File: src/rtl/vga_pkg.sv
// Shared timing defaults, capture FSM state type and FIFO entry layout for the VGA capture path.
package vga_pkg;

  localparam int unsigned DEF_H_SYNC    = 96;
  localparam int unsigned DEF_H_BACK    = 48;
  localparam int unsigned DEF_H_ACTIVE  = 640;
  localparam int unsigned DEF_H_FRONT   = 16;
  localparam int unsigned DEF_V_SYNC    = 2;
  localparam int unsigned DEF_V_BACK    = 33;
  localparam int unsigned DEF_V_ACTIVE  = 480;
  localparam logic [31:0] DEF_BASE_ADDR = 32'h0000_0000;

  localparam int unsigned WORDS_PER_LINE = DEF_H_ACTIVE / 32;
  localparam int unsigned CNT_W          = 10;
  localparam int unsigned WORD_W         = 32;

  typedef enum logic [1:0] {
    IDLE       = 2'd0,
    WAIT_VSYNC = 2'd1,
    CAPTURE    = 2'd2,
    DRAIN      = 2'd3
  } cap_state_e;

  typedef struct packed {
    logic [WORD_W-1:0] addr;
    logic [WORD_W-1:0] data;
  } fifo_entry_t;

endpackage

File: src/rtl/vga_capture_fifo.sv
// Two-entry register FIFO of {addr,data}; head is always held in e0 so outputs come straight from flops.
module vga_capture_fifo
  import vga_pkg::*;
(
  input  logic        clk_i,
  input  logic        rst_i,
  input  logic        push_i,
  input  fifo_entry_t push_entry_i,
  input  logic        pop_i,
  output fifo_entry_t head_o,
  output logic        empty_o,
  output logic        full_o
);

  fifo_entry_t e0_q;
  fifo_entry_t e1_q;
  logic [1:0]  cnt_q;
  logic        do_pop;
  logic        do_push;

  // A pop frees a slot in the same cycle, so a push into a full FIFO is accepted alongside a pop.
  assign do_pop  = pop_i && (cnt_q != 2'd0);
  assign do_push = push_i && ((cnt_q != 2'd2) || do_pop);

  always_ff @(posedge clk_i) begin
    if (rst_i) begin
      e0_q  <= '0;
      e1_q  <= '0;
      cnt_q <= 2'd0;
    end else begin
      case ({do_push, do_pop})
        2'b10: begin
          if (cnt_q == 2'd0) e0_q <= push_entry_i;
          else               e1_q <= push_entry_i;
          cnt_q <= cnt_q + 2'd1;
        end
        2'b01: begin
          e0_q  <= e1_q;
          cnt_q <= cnt_q - 2'd1;
        end
        2'b11: begin
          if (cnt_q == 2'd1) begin
            e0_q <= push_entry_i;
          end else begin
            e0_q <= e1_q;
            e1_q <= push_entry_i;
          end
        end
        default: ;
      endcase
    end
  end

  assign head_o  = e0_q;
  assign empty_o = (cnt_q == 2'd0);
  assign full_o  = (cnt_q == 2'd2);

endmodule

File: src/rtl/vga_capture.sv
// VGA receive path: locks to h/v sync, packs 1-bpp active pixels into 32-bit words and writes them to SRAM.
// Define VGA_CAPTURE_SYNC_CHECK_EN to add the sync_err output and abort frames on a wrong line length.
module vga_capture
  import vga_pkg::*;
#(
  parameter int unsigned H_SYNC    = DEF_H_SYNC,
  parameter int unsigned H_BACK    = DEF_H_BACK,
  parameter int unsigned H_ACTIVE  = DEF_H_ACTIVE,
  parameter int unsigned H_FRONT   = DEF_H_FRONT,
  parameter int unsigned V_SYNC    = DEF_V_SYNC,
  parameter int unsigned V_BACK    = DEF_V_BACK,
  parameter int unsigned V_ACTIVE  = DEF_V_ACTIVE,
  parameter logic [31:0] BASE_ADDR = DEF_BASE_ADDR
) (
  input  logic        clk,
  input  logic        rst,
  input  logic        capture_en,
  input  logic        h_in,
  input  logic        v_in,
  input  logic        pixel_in,
  input  logic        SRAM_busy,
  output logic        write_en,
  output logic [31:0] word_address_dest,
  output logic [31:0] SRAM_data_out,
  output logic [3:0]  byte_select,
  output logic        capturing,
  output logic        frame_done,
  output logic        overflow
`ifdef VGA_CAPTURE_SYNC_CHECK_EN
  ,
  output logic        sync_err
`endif
);

  localparam int unsigned CW      = CNT_W;
  localparam int unsigned H_START = H_SYNC + H_BACK;
  localparam int unsigned H_LAST  = H_START + H_ACTIVE - 1;
  localparam int unsigned H_TOTAL = H_START + H_ACTIVE + H_FRONT;
  localparam int unsigned V_START = V_SYNC + V_BACK;
  localparam int unsigned V_LAST  = V_START + V_ACTIVE - 1;
  localparam int unsigned V_STOP  = V_START + V_ACTIVE;
  localparam int unsigned WPL     = H_ACTIVE / 32;

  // Line length must fit the saturating 10-bit counter and active width must be whole words.
  if ((H_ACTIVE % 32) != 0 || H_TOTAL > 1024 || V_STOP > 1023) begin : g_bad_cfg
    $error("vga_capture: unsupported timing configuration");
  end

  cap_state_e       state_q;
  logic             h_q, v_q;
  logic             h_fall, v_fall;
  logic [CW-1:0]    hcnt_q, hcnt_d;
  logic [CW-1:0]    vcnt_q, vcnt_d;
  logic [CW-1:0]    x_w, y_w;
  logic             pix_act;
  logic [31:0]      shift_q, word_d;
  logic             push_q;
  fifo_entry_t      push_entry_q;
  logic             abort_q;
  logic             capturing_q;
  logic             frame_done_q;
  logic             overflow_q;
  fifo_entry_t      head;
  logic             fifo_empty, fifo_full;
  logic             pop;
`ifdef VGA_CAPTURE_SYNC_CHECK_EN
  logic             sync_err_q;
  logic             line_bad;
`endif

  assign h_fall = !h_in && h_q;
  assign v_fall = !v_in && v_q;

  // Line/frame counters; vsync edge wins over hsync edge on vcnt.
  always_comb begin
    hcnt_d = hcnt_q;
    if (h_fall)                    hcnt_d = '0;
    else if (hcnt_q != {CW{1'b1}}) hcnt_d = hcnt_q + CW'(1);
    vcnt_d = vcnt_q;
    if (v_fall)                              vcnt_d = '0;
    else if (h_fall && vcnt_q != {CW{1'b1}}) vcnt_d = vcnt_q + CW'(1);
  end

  assign x_w     = hcnt_q - CW'(H_START);
  assign y_w     = vcnt_q - CW'(V_START);
  assign pix_act = (state_q == CAPTURE)
                && (hcnt_q >= CW'(H_START)) && (hcnt_q <= CW'(H_LAST))
                && (vcnt_q >= CW'(V_START)) && (vcnt_q <= CW'(V_LAST));

  // Pixel x lands on bit 31-(x%32), i.e. the bitwise complement of the low five bits.
  always_comb begin
    word_d = shift_q;
    word_d[~x_w[4:0]] = pixel_in;
  end

`ifdef VGA_CAPTURE_SYNC_CHECK_EN
  assign line_bad = (hcnt_q != CW'(H_TOTAL - 1));
`endif

  assign pop = write_en && !SRAM_busy;

  always_ff @(posedge clk) begin
    if (rst) begin
      state_q      <= IDLE;
      h_q          <= 1'b1;
      v_q          <= 1'b1;
      hcnt_q       <= '0;
      vcnt_q       <= '0;
      shift_q      <= '0;
      push_q       <= 1'b0;
      push_entry_q <= '0;
      abort_q      <= 1'b0;
      capturing_q  <= 1'b0;
      frame_done_q <= 1'b0;
      overflow_q   <= 1'b0;
`ifdef VGA_CAPTURE_SYNC_CHECK_EN
      sync_err_q   <= 1'b0;
`endif
    end else begin
      h_q          <= h_in;
      v_q          <= v_in;
      hcnt_q       <= hcnt_d;
      vcnt_q       <= vcnt_d;
      push_q       <= 1'b0;
      frame_done_q <= 1'b0;

      if (pix_act) begin
        shift_q <= word_d;
        if (&x_w[4:0]) begin
          push_q            <= 1'b1;
          push_entry_q.data <= word_d;
          push_entry_q.addr <= BASE_ADDR + 32'(y_w) * 32'(WPL) + 32'(x_w[CW-1:5]);
        end
      end

      if (push_q && fifo_full && !pop) overflow_q <= 1'b1;

      case (state_q)
        IDLE: begin
          if (capture_en) state_q <= WAIT_VSYNC;
        end
        WAIT_VSYNC: begin
          if (!capture_en) begin
            state_q <= IDLE;
          end else if (v_fall) begin
            state_q     <= CAPTURE;
            capturing_q <= 1'b1;
            abort_q     <= 1'b0;
          end
        end
        CAPTURE: begin
          if (!capture_en) begin
            state_q     <= DRAIN;
            capturing_q <= 1'b0;
            abort_q     <= 1'b1;
          end
`ifdef VGA_CAPTURE_SYNC_CHECK_EN
          else if (h_fall && line_bad) begin
            state_q     <= DRAIN;
            capturing_q <= 1'b0;
            abort_q     <= 1'b1;
            sync_err_q  <= 1'b1;
          end
`endif
          else if (h_fall && vcnt_d == CW'(V_STOP)) begin
            state_q     <= DRAIN;
            capturing_q <= 1'b0;
          end
        end
        DRAIN: begin
          // A word still in the push stage counts as queued.
          if (fifo_empty && !push_q) begin
            frame_done_q <= !abort_q;
            state_q      <= capture_en ? WAIT_VSYNC : IDLE;
          end
        end
        default: state_q <= IDLE;
      endcase
    end
  end

  vga_capture_fifo u_fifo (
    .clk_i        (clk),
    .rst_i        (rst),
    .push_i       (push_q),
    .push_entry_i (push_entry_q),
    .pop_i        (pop),
    .head_o       (head),
    .empty_o      (fifo_empty),
    .full_o       (fifo_full)
  );

  assign write_en          = !fifo_empty;
  assign word_address_dest = head.addr;
  assign SRAM_data_out     = head.data;
  assign byte_select       = {4{write_en}};
  assign capturing         = capturing_q;
  assign frame_done        = frame_done_q;
  assign overflow          = overflow_q;
`ifdef VGA_CAPTURE_SYNC_CHECK_EN
  assign sync_err          = sync_err_q;
`endif

endmodule

File: config.mk
export PLATFORM = sky130hd
export DESIGN_NAME = vga_capture
export DESIGN_NICKNAME = d
export VERILOG_FILES = /design/src/rtl/vga_pkg.sv /design/src/rtl/vga_capture_fifo.sv /design/src/rtl/vga_capture.sv
export SDC_FILE = /design/constraint.sdc
export NUM_CORES = 1
export LEC_CHECK = 0
export BUFFER_PORTS_ARGS = -buffer_cell sky130_fd_sc_hd__buf_2
export CAP_MARGIN = 15
export CORE_ASPECT_RATIO = 0.9
export CORE_UTILIZATION = 25
export DETAILED_ROUTE_END_ITERATION = 6
export PLACE_DENSITY = 0.47
export SLEW_MARGIN = 20
export SYNTH_ARGS = -nofsm -noshare
export SYNTH_HDL_FRONTEND = slang
export SYNTH_HIERARCHICAL = 1
export SYNTH_SLANG_ARGS = --single-unit
File: constraint.sdc
create_clock -name clk -period 4.9 [get_ports clk]
set_clock_uncertainty 0.1 [all_clocks]
set_input_delay 0.735 -clock clk [delete_from_list [all_inputs] [get_ports clk]]
set_output_delay 0.735 -clock clk [all_outputs]
set_load 0.05 [all_outputs]
==> results of run 1 <==
-- cells by family after synthesis --
logic type / after synthesis / synth area share
xor+xnor: 38 / 0.0308
simple gates: 582 / 0.220
flops: 238 / 0.431
fa+ha+maj: 36 / 0.0421
other cells: 1 / 0.000339
buf+inv: 134 / 0.0583
compound gates: 281 / 0.187
mux: 33 / 0.0299
-- how the worst max path moves through the flow --
| stage | slack (ns) | start | endpoint | cells after the start |
|---|---|---|---|---|
| after floorplan | 0.98 | vcnt_q[1] | push_entry_q[45] | 14 |
| after global placement | 0.58 | vcnt_q[1] | push_entry_q[45] | 13 |
| after detailed placement | 0.57 | vcnt_q[1] | push_entry_q[45] | 13 |
| after CTS | 0.51 | vcnt_q[1] | push_entry_q[45] | 13 |
| after global routing | 0.28 | vcnt_q[1] | push_entry_q[45] | 13 |
| final | 0.49 | vcnt_q[1] | push_entry_q[45] | 13 |
-- layout by cell type (no fill, tap or decap), drive strengths merged, types with 5 or more instances in the layout --
master  instances
a211oi         76
a21o            5
a21oi          92
a311oi         66
and3            8
buf            89
bufinv          6
clkbuf         32
clkinv          9
conb           32
dfxtp         238
ha             34
inv            26
mux2i          33
nand2         313
nand2b          8
nand3          17
nand4           6
nor2          175
nor2b           8
nor3           14
nor3b           5
o21a            5
o21ai           9
xnor2          25
xor2           13
-- power breakdown --
group          internal [mW]  switching (mW)
Clock                   1.39           0.841
Combinational         0.0522           0.108
Sequential              1.94         0.00651
Total                   3.38           0.955
-- registers in the layout (all words and copies together) (netlist names), named ones only --
signal         cells
u_fifo/cnt_q       2
push_entry_q      48
capturing          1
overflow           1
shift_q           31
u_fifo/e1_q       64
push_q             1
hcnt_q            10
abort_q            1
state_q            1
vcnt_q            10
u_fifo/head_o     64
h_q                1
v_q                1
frame_done         1
-- through the flow --
step | setup WS (ns) | cell area [um2] | total power, mW | hold WS (ns) | cells
global placement | 0.578 | 11800 | 2.15 | 0.341 | 1909
floorplan | 0.981 | 11200 | 2.11 | 0.324 | 1374
global route | 0.280 | 12800 | 4.50 | 0.314 | 1958
detailed placement | 0.574 | 11800 | 2.15 | 0.347 | 1909
finish | 0.490 | 12800 | 4.33 | 0.331 | 1960
CTS | 0.511 | 12800 | 4.40 | 0.297 | 1958
-- area by class of cell --
type                            instances  share of cell area
Clock inverter                         17              0.0197
Timing Repair Buffer                   89              0.0393
Inverter                               25             0.00731
Multi-Input combinational cell       1002               0.451
Sequential cell                       238               0.371
Clock buffer                           32              0.0572
Antenna cell                            2            0.000390
Tap cell                              555              0.0541
-- worst max-delay path, cell delays in order, from the launching register on --
cell      delay [ns]
dfxtp_1         0.39
ha_1            0.35
o41ai_1         0.60
nand2_1         0.14
xnor2_1         0.34
ha_1            0.31
ha_1            0.39
or2_2           0.32
a311o_1         0.29
and3_1          0.17
nand4b_1        0.13
nor3_1          0.09
or4_2           0.63
nand3_1         0.08
-- layer usage --
| layer | vias up | wire length (um) |
|---|---|---|
| met5 | - | 10 |
| met4 | 2 | 423 |
| met3 | 28 | 1080 |
| met2 | 123 | 11800 |
| met1 | 4244 | 14200 |
| li1 | 4692 | - |
==> summary.txt, run 1 <==
Outcome
  – Status: completed

Detailed routing
  – Initial drt markers: 500
  – DRC Markers: 0
  – Post-DR vias/cell: 4.64
  – Routed WL: ~27,000 um
  – TritonRoute pass-1 iters: 4
  – Routed via count: 9,089
  – WL/cell: 14.0 um
  – Final ANT Viol Nets: 0

CTS
  – CTS max path bufs: 3
  – Post-CTS Hold Buffers: 0
  – CTS H-Tree Depth: 1
  – Clock tree root buffer cell: clkbuf_16
  – CTS tree: built
  – Clock slew at reported path FFs: 0.06 ns
  – Total clock sinks: 238
  – Resized cells post-CTS: 0
  – Clock buffer count from CTS: 27
  – Clk Latency, worst-skew pair: 0.54 ns
  – Postcts setup bufs: 0

Die
  – Die footprint: 0.0450 mm2
  – Row cnt: about 70
  – I/O pin count: 79
  – Core area: 0.0432 mm2
  – Die Height: about 200 um
  – Die Wd: roughly 220 um
  – Initial core utilization: 0.256

Layout
  – Fill cell count: 4,631
  – Area growth from synthesis to layout: 16.2%
  – Layout cells sized above 1: 0.119
  – Final #Nets: ~1.4k
  – Register area: 0.00476 mm2
  – Core Util, Final: 0.297
  – Multi-input logic area: 0.00579 mm2

STA
  – Final Hold Fails: 0
  – Fin. max-slew vios: 0
  – Rel. slew slack: 0.366
  – Worst Tran Pin Value: 0.951 ns
  – Unrepaired setup endpoints after global routing: false
  – Final setup viols: 0
  – Final worst-path cycle share: 0.900
  – Final Critical Period: approximately 4.4 ns
  – Fmax: 227 MHz
  – TNS Setup: 0 ns

Logic synthesis
  – Cell area after synthesis: 0.0111 mm2
  – Post-synth EDFFs: 0
  – Top_reg_cell synth: dfxtp_1
  – Post-synth top cells: 312 x nand2_1, 238 x dfxtp_1, 175 x nor2_1
  – Syn Area/Cell: slightly above 8 um2
  – Synth warnings: 6
  – Area share of the largest cell type after synthesis: 0.431
  – Top cells by area, synth: dfxtp_1 43%, nand2_1 11%, nor2_1 5.9%, a211oi_1 5.2%, a311oi_1 4.4%
  – FFs w/ async S/R, synth: 0
  – Cells after Synth: 1,343
  – Most common cell in the netlist: nand2_1
  – Yosys top cell by area: dfxtp_1
  – Post-synthesis sequential area ratio: 0.431
  – Synth cell types: 68
  – Register bit total from synthesis: approximately 240

Placement
  – RePlAce Congestion: 0.812
  – HPWL after DPL: between 15,000 and 20,000 um
  – Port bufs: 78

Critical path
  – R2R cell count: 13
  – Req. time, crit path: 5.27 ns
  – Worst Setup End Kind: flip-flop
  – FF-to-FF setup slack: just under 0.5 ns
  – Worst Path Arrival: 4.78 ns
  – Worst r2r src: vcnt_q[1]
  – Startpoint types: flip-flop
  – Crit path max fanout: 10
  – Worst reg2reg endpoint: push_entry_q[45]
  – WS Path Type: reg -> reg

Min path
  – Worst Hold Launch: v_in
  – WHS Endpoint: v_q
  – Hold WC Path Type: in -> reg
  – Hold path depth: 2

Global route
  – GR Util met2: 0.187
  – GR met1 Demand/Resource: 0.173
  – Initial antenna violation count: 2
  – Met3 Usage GRT: 0.0237
  – Vias in the first global route: ~8.6k
  – Global route hottest layer: met2
  – GR Overflow Total: 0
  – Global-route usage over all layers: 0.122
  – Largest net degree at the start of global routing: about 160
  – First-pass GRT wire length: 45,700 um

Power
  – Max IR drop VDD: 219 uV
  – PD cells: 338 mW/mm2
  – Leakage: roughly 4.6 nW

Job
  – Max Cap Viol: 0
Power figures use the tool's default switching activity.
==> run 2, diff against run 1 <==
--- a/config.mk
+++ b/config.mk
@@ -8,6 +8,7 @@
 export BUFFER_PORTS_ARGS = -buffer_cell sky130_fd_sc_hd__buf_2
 export CAP_MARGIN = 15
 export CORE_ASPECT_RATIO = 0.9
+export CORE_MARGIN = 3
 export CORE_UTILIZATION = 25
 export DETAILED_ROUTE_END_ITERATION = 6
 export PLACE_DENSITY = 0.47
==> constraint.sdc (replaced) <==
create_clock -name clk -period 4.9 [get_ports clk]
set_clock_uncertainty 0.1 [all_clocks]
set_input_delay 0.49 -clock clk [delete_from_list [all_inputs] [get_ports clk]]
set_output_delay 0.49 -clock clk [all_outputs]
set_load 0.05 [all_outputs]
==> summary.txt, run 2 (synthesis results as in run 1) <==
Detailed routing
  – Routed via count: approximately 9.1k
  – Routed WL: 27,500 um
  – WL/cell: 13.8 um
  – Post-DR vias/cell: 4.53
  – DRC Markers: 0
  – TritonRoute pass-1 iters: 4
  – Initial drt markers: approximately 540
  – Final ANT Viol Nets: 0

STA
  – Final worst-path cycle share: 0.883
  – Fmax: 231 MHz
  – Final Hold Fails: 0
  – Final hold slack: about 0.063 ns
  – Rel. slew slack: 0.403
  – TNS Setup: 0 ns
  – Setup WS post-layout: around 0.57 ns
  – Worst Tran Pin Value: slightly below 0.9 ns
  – Unrepaired setup endpoints after global routing: false
  – Fin. max-slew vios: 0
  – Final Critical Period: 4.33 ns
  – Final setup viols: 0

CTS
  – CTS H-Tree Depth: 1
  – Resized cells post-CTS: 0
  – Clock buffer count from CTS: 28
  – Clock tree root buffer cell: clkbuf_16
  – Total clock sinks: 238
  – Clock slew at reported path FFs: 0.06 ns
  – CTS max path bufs: 3
  – CTS tree: built
  – Postcts setup bufs: 0
  – Post-CTS Hold Buffers: 0
  – Clk Latency, worst-skew pair: 0.54 ns

Global route
  – First-pass GRT wire length: approximately 45,000 um
  – Largest net degree at the start of global routing: 112
  – Vias in the first global route: 8,418
  – Initial antenna violation count: 3
  – GR Overflow Total: 0
  – Global-route usage over all layers: 0.115

Placement
  – Port bufs: 78
  – HPWL after DPL: 17,300 um
  – RePlAce Congestion: 0.831
  – DP Worst Slack: 0.649 ns

Die
  – Core area: 0.0433 mm2
  – Die Height: 205 um
  – Row cnt: between 70 and 80
  – Die Wd: 228 um
  – Initial core utilization: 0.255
  – I/O pin count: 79
  – Die footprint: 0.0468 mm2

Layout
  – Core Util, Final: 0.297
  – Most frequent cells in the layout: 312 x nand2_1, 238 x dfxtp_1, 175 x nor2_1
  – Layout cells sized above 1: 0.119
  – N_diodes: 0
  – Most common cell after layout, fill and taps aside: nand2_1
  – Area growth from synthesis to layout: 16.4%
  – Final #Nets: 1,426

Critical path
  – Worst Setup End Kind: flip-flop
  – Startpoint types: flip-flop
  – Req. time, crit path: ~5.3 ns
  – FF-to-FF setup slack: 0.57 ns
  – Crit path max fanout: 10
  – Worst Path Arrival: 4.71 ns
  – WS Path Type: reg -> reg

Min path
  – Hold WC Path Type: in -> reg

Power
  – Leakage: 4.57 nW
  – PD cells: 333 mW/mm2
  – Max IR drop VDD: between 200 and 300 uV

Job
  – Max Cap Viol: 0

Outcome
  – Status: completed
[run 2: changes by cell type in the layout (fill, tap and decap cells not counted), sizes merged]
cell	before	now
clkbuf	32	42
clkinvlp	1	0
diode	2	0
bufinv	6	2
buf	89	88
clkinv	9	7
[run 2: report_power, final]
group | switching [mW] | internal, mW | total (mW)
Combinational | 0.111 | 0.0532 | 0.164
Clock | 0.834 | 1.33 | 2.17
Sequential | 0.00674 | 1.94 | 1.95
[run 2: worst paths after layout]
path	to	depth (start not counted)	startpoint
min	v_q	2	v_in
max	push_entry_q[45]	13	vcnt_q[1]
max reg2reg	push_entry_q[45]	13	vcnt_q[1]
min reg2reg	u_fifo/e1_q[13]	2	u_fifo/e1_q[13]
[run 2: area by class of cell]
type / instances / area, um2
Clock buffer: 42 / 875
Clock inverter: 10 / 106
Fill cell: 4599 / 30500
Inverter: 25 / 93.8
Multi-Input combinational cell: 1002 / 5790
Sequential cell: 238 / 4760
Tap cell: 592 / 741
Timing Repair Buffer: 88 / 497
[run 2: layer usage]
metal	routed length [um]	share of wire	up-vias	global-route usage
li1	-	-	4688	-
met1	14000	0.51	4197	0.165
met2	11700	0.43	122	0.177
met3	1220	0.044	41	0.0231
met4	508	0.018	6	0.0291
met5	36	0.0013	-	0
[run 2: critical path: stages (launching register included)]
cell and delay [ns]:
dfxtp_1 0.39, ha_1 0.37, o41ai_1 0.57, nand2_1 0.14
xnor2_1 0.29, ha_1 0.30, ha_1 0.40, or2_2 0.33
a311o_1 0.29, and3_1 0.18, nand4b_1 0.13, nor3_1 0.08
or4_2 0.63, nand3_1 0.08
[run 2: through the flow]
| stage | total power, mW | instances | area (um2) |
|---|---|---|---|
| 5_1_grt | 4.45 | 1997 | 12900 |
| 2_1_floorplan | 2.11 | 1374 | 11200 |
| 3_3_place_gp | 2.15 | 1945 | 11900 |
| 4_1_cts | 4.35 | 1997 | 12900 |
| 3_5_place_dp | 2.15 | 1945 | 11900 |
| 6_report | 4.28 | 1997 | 12900 |
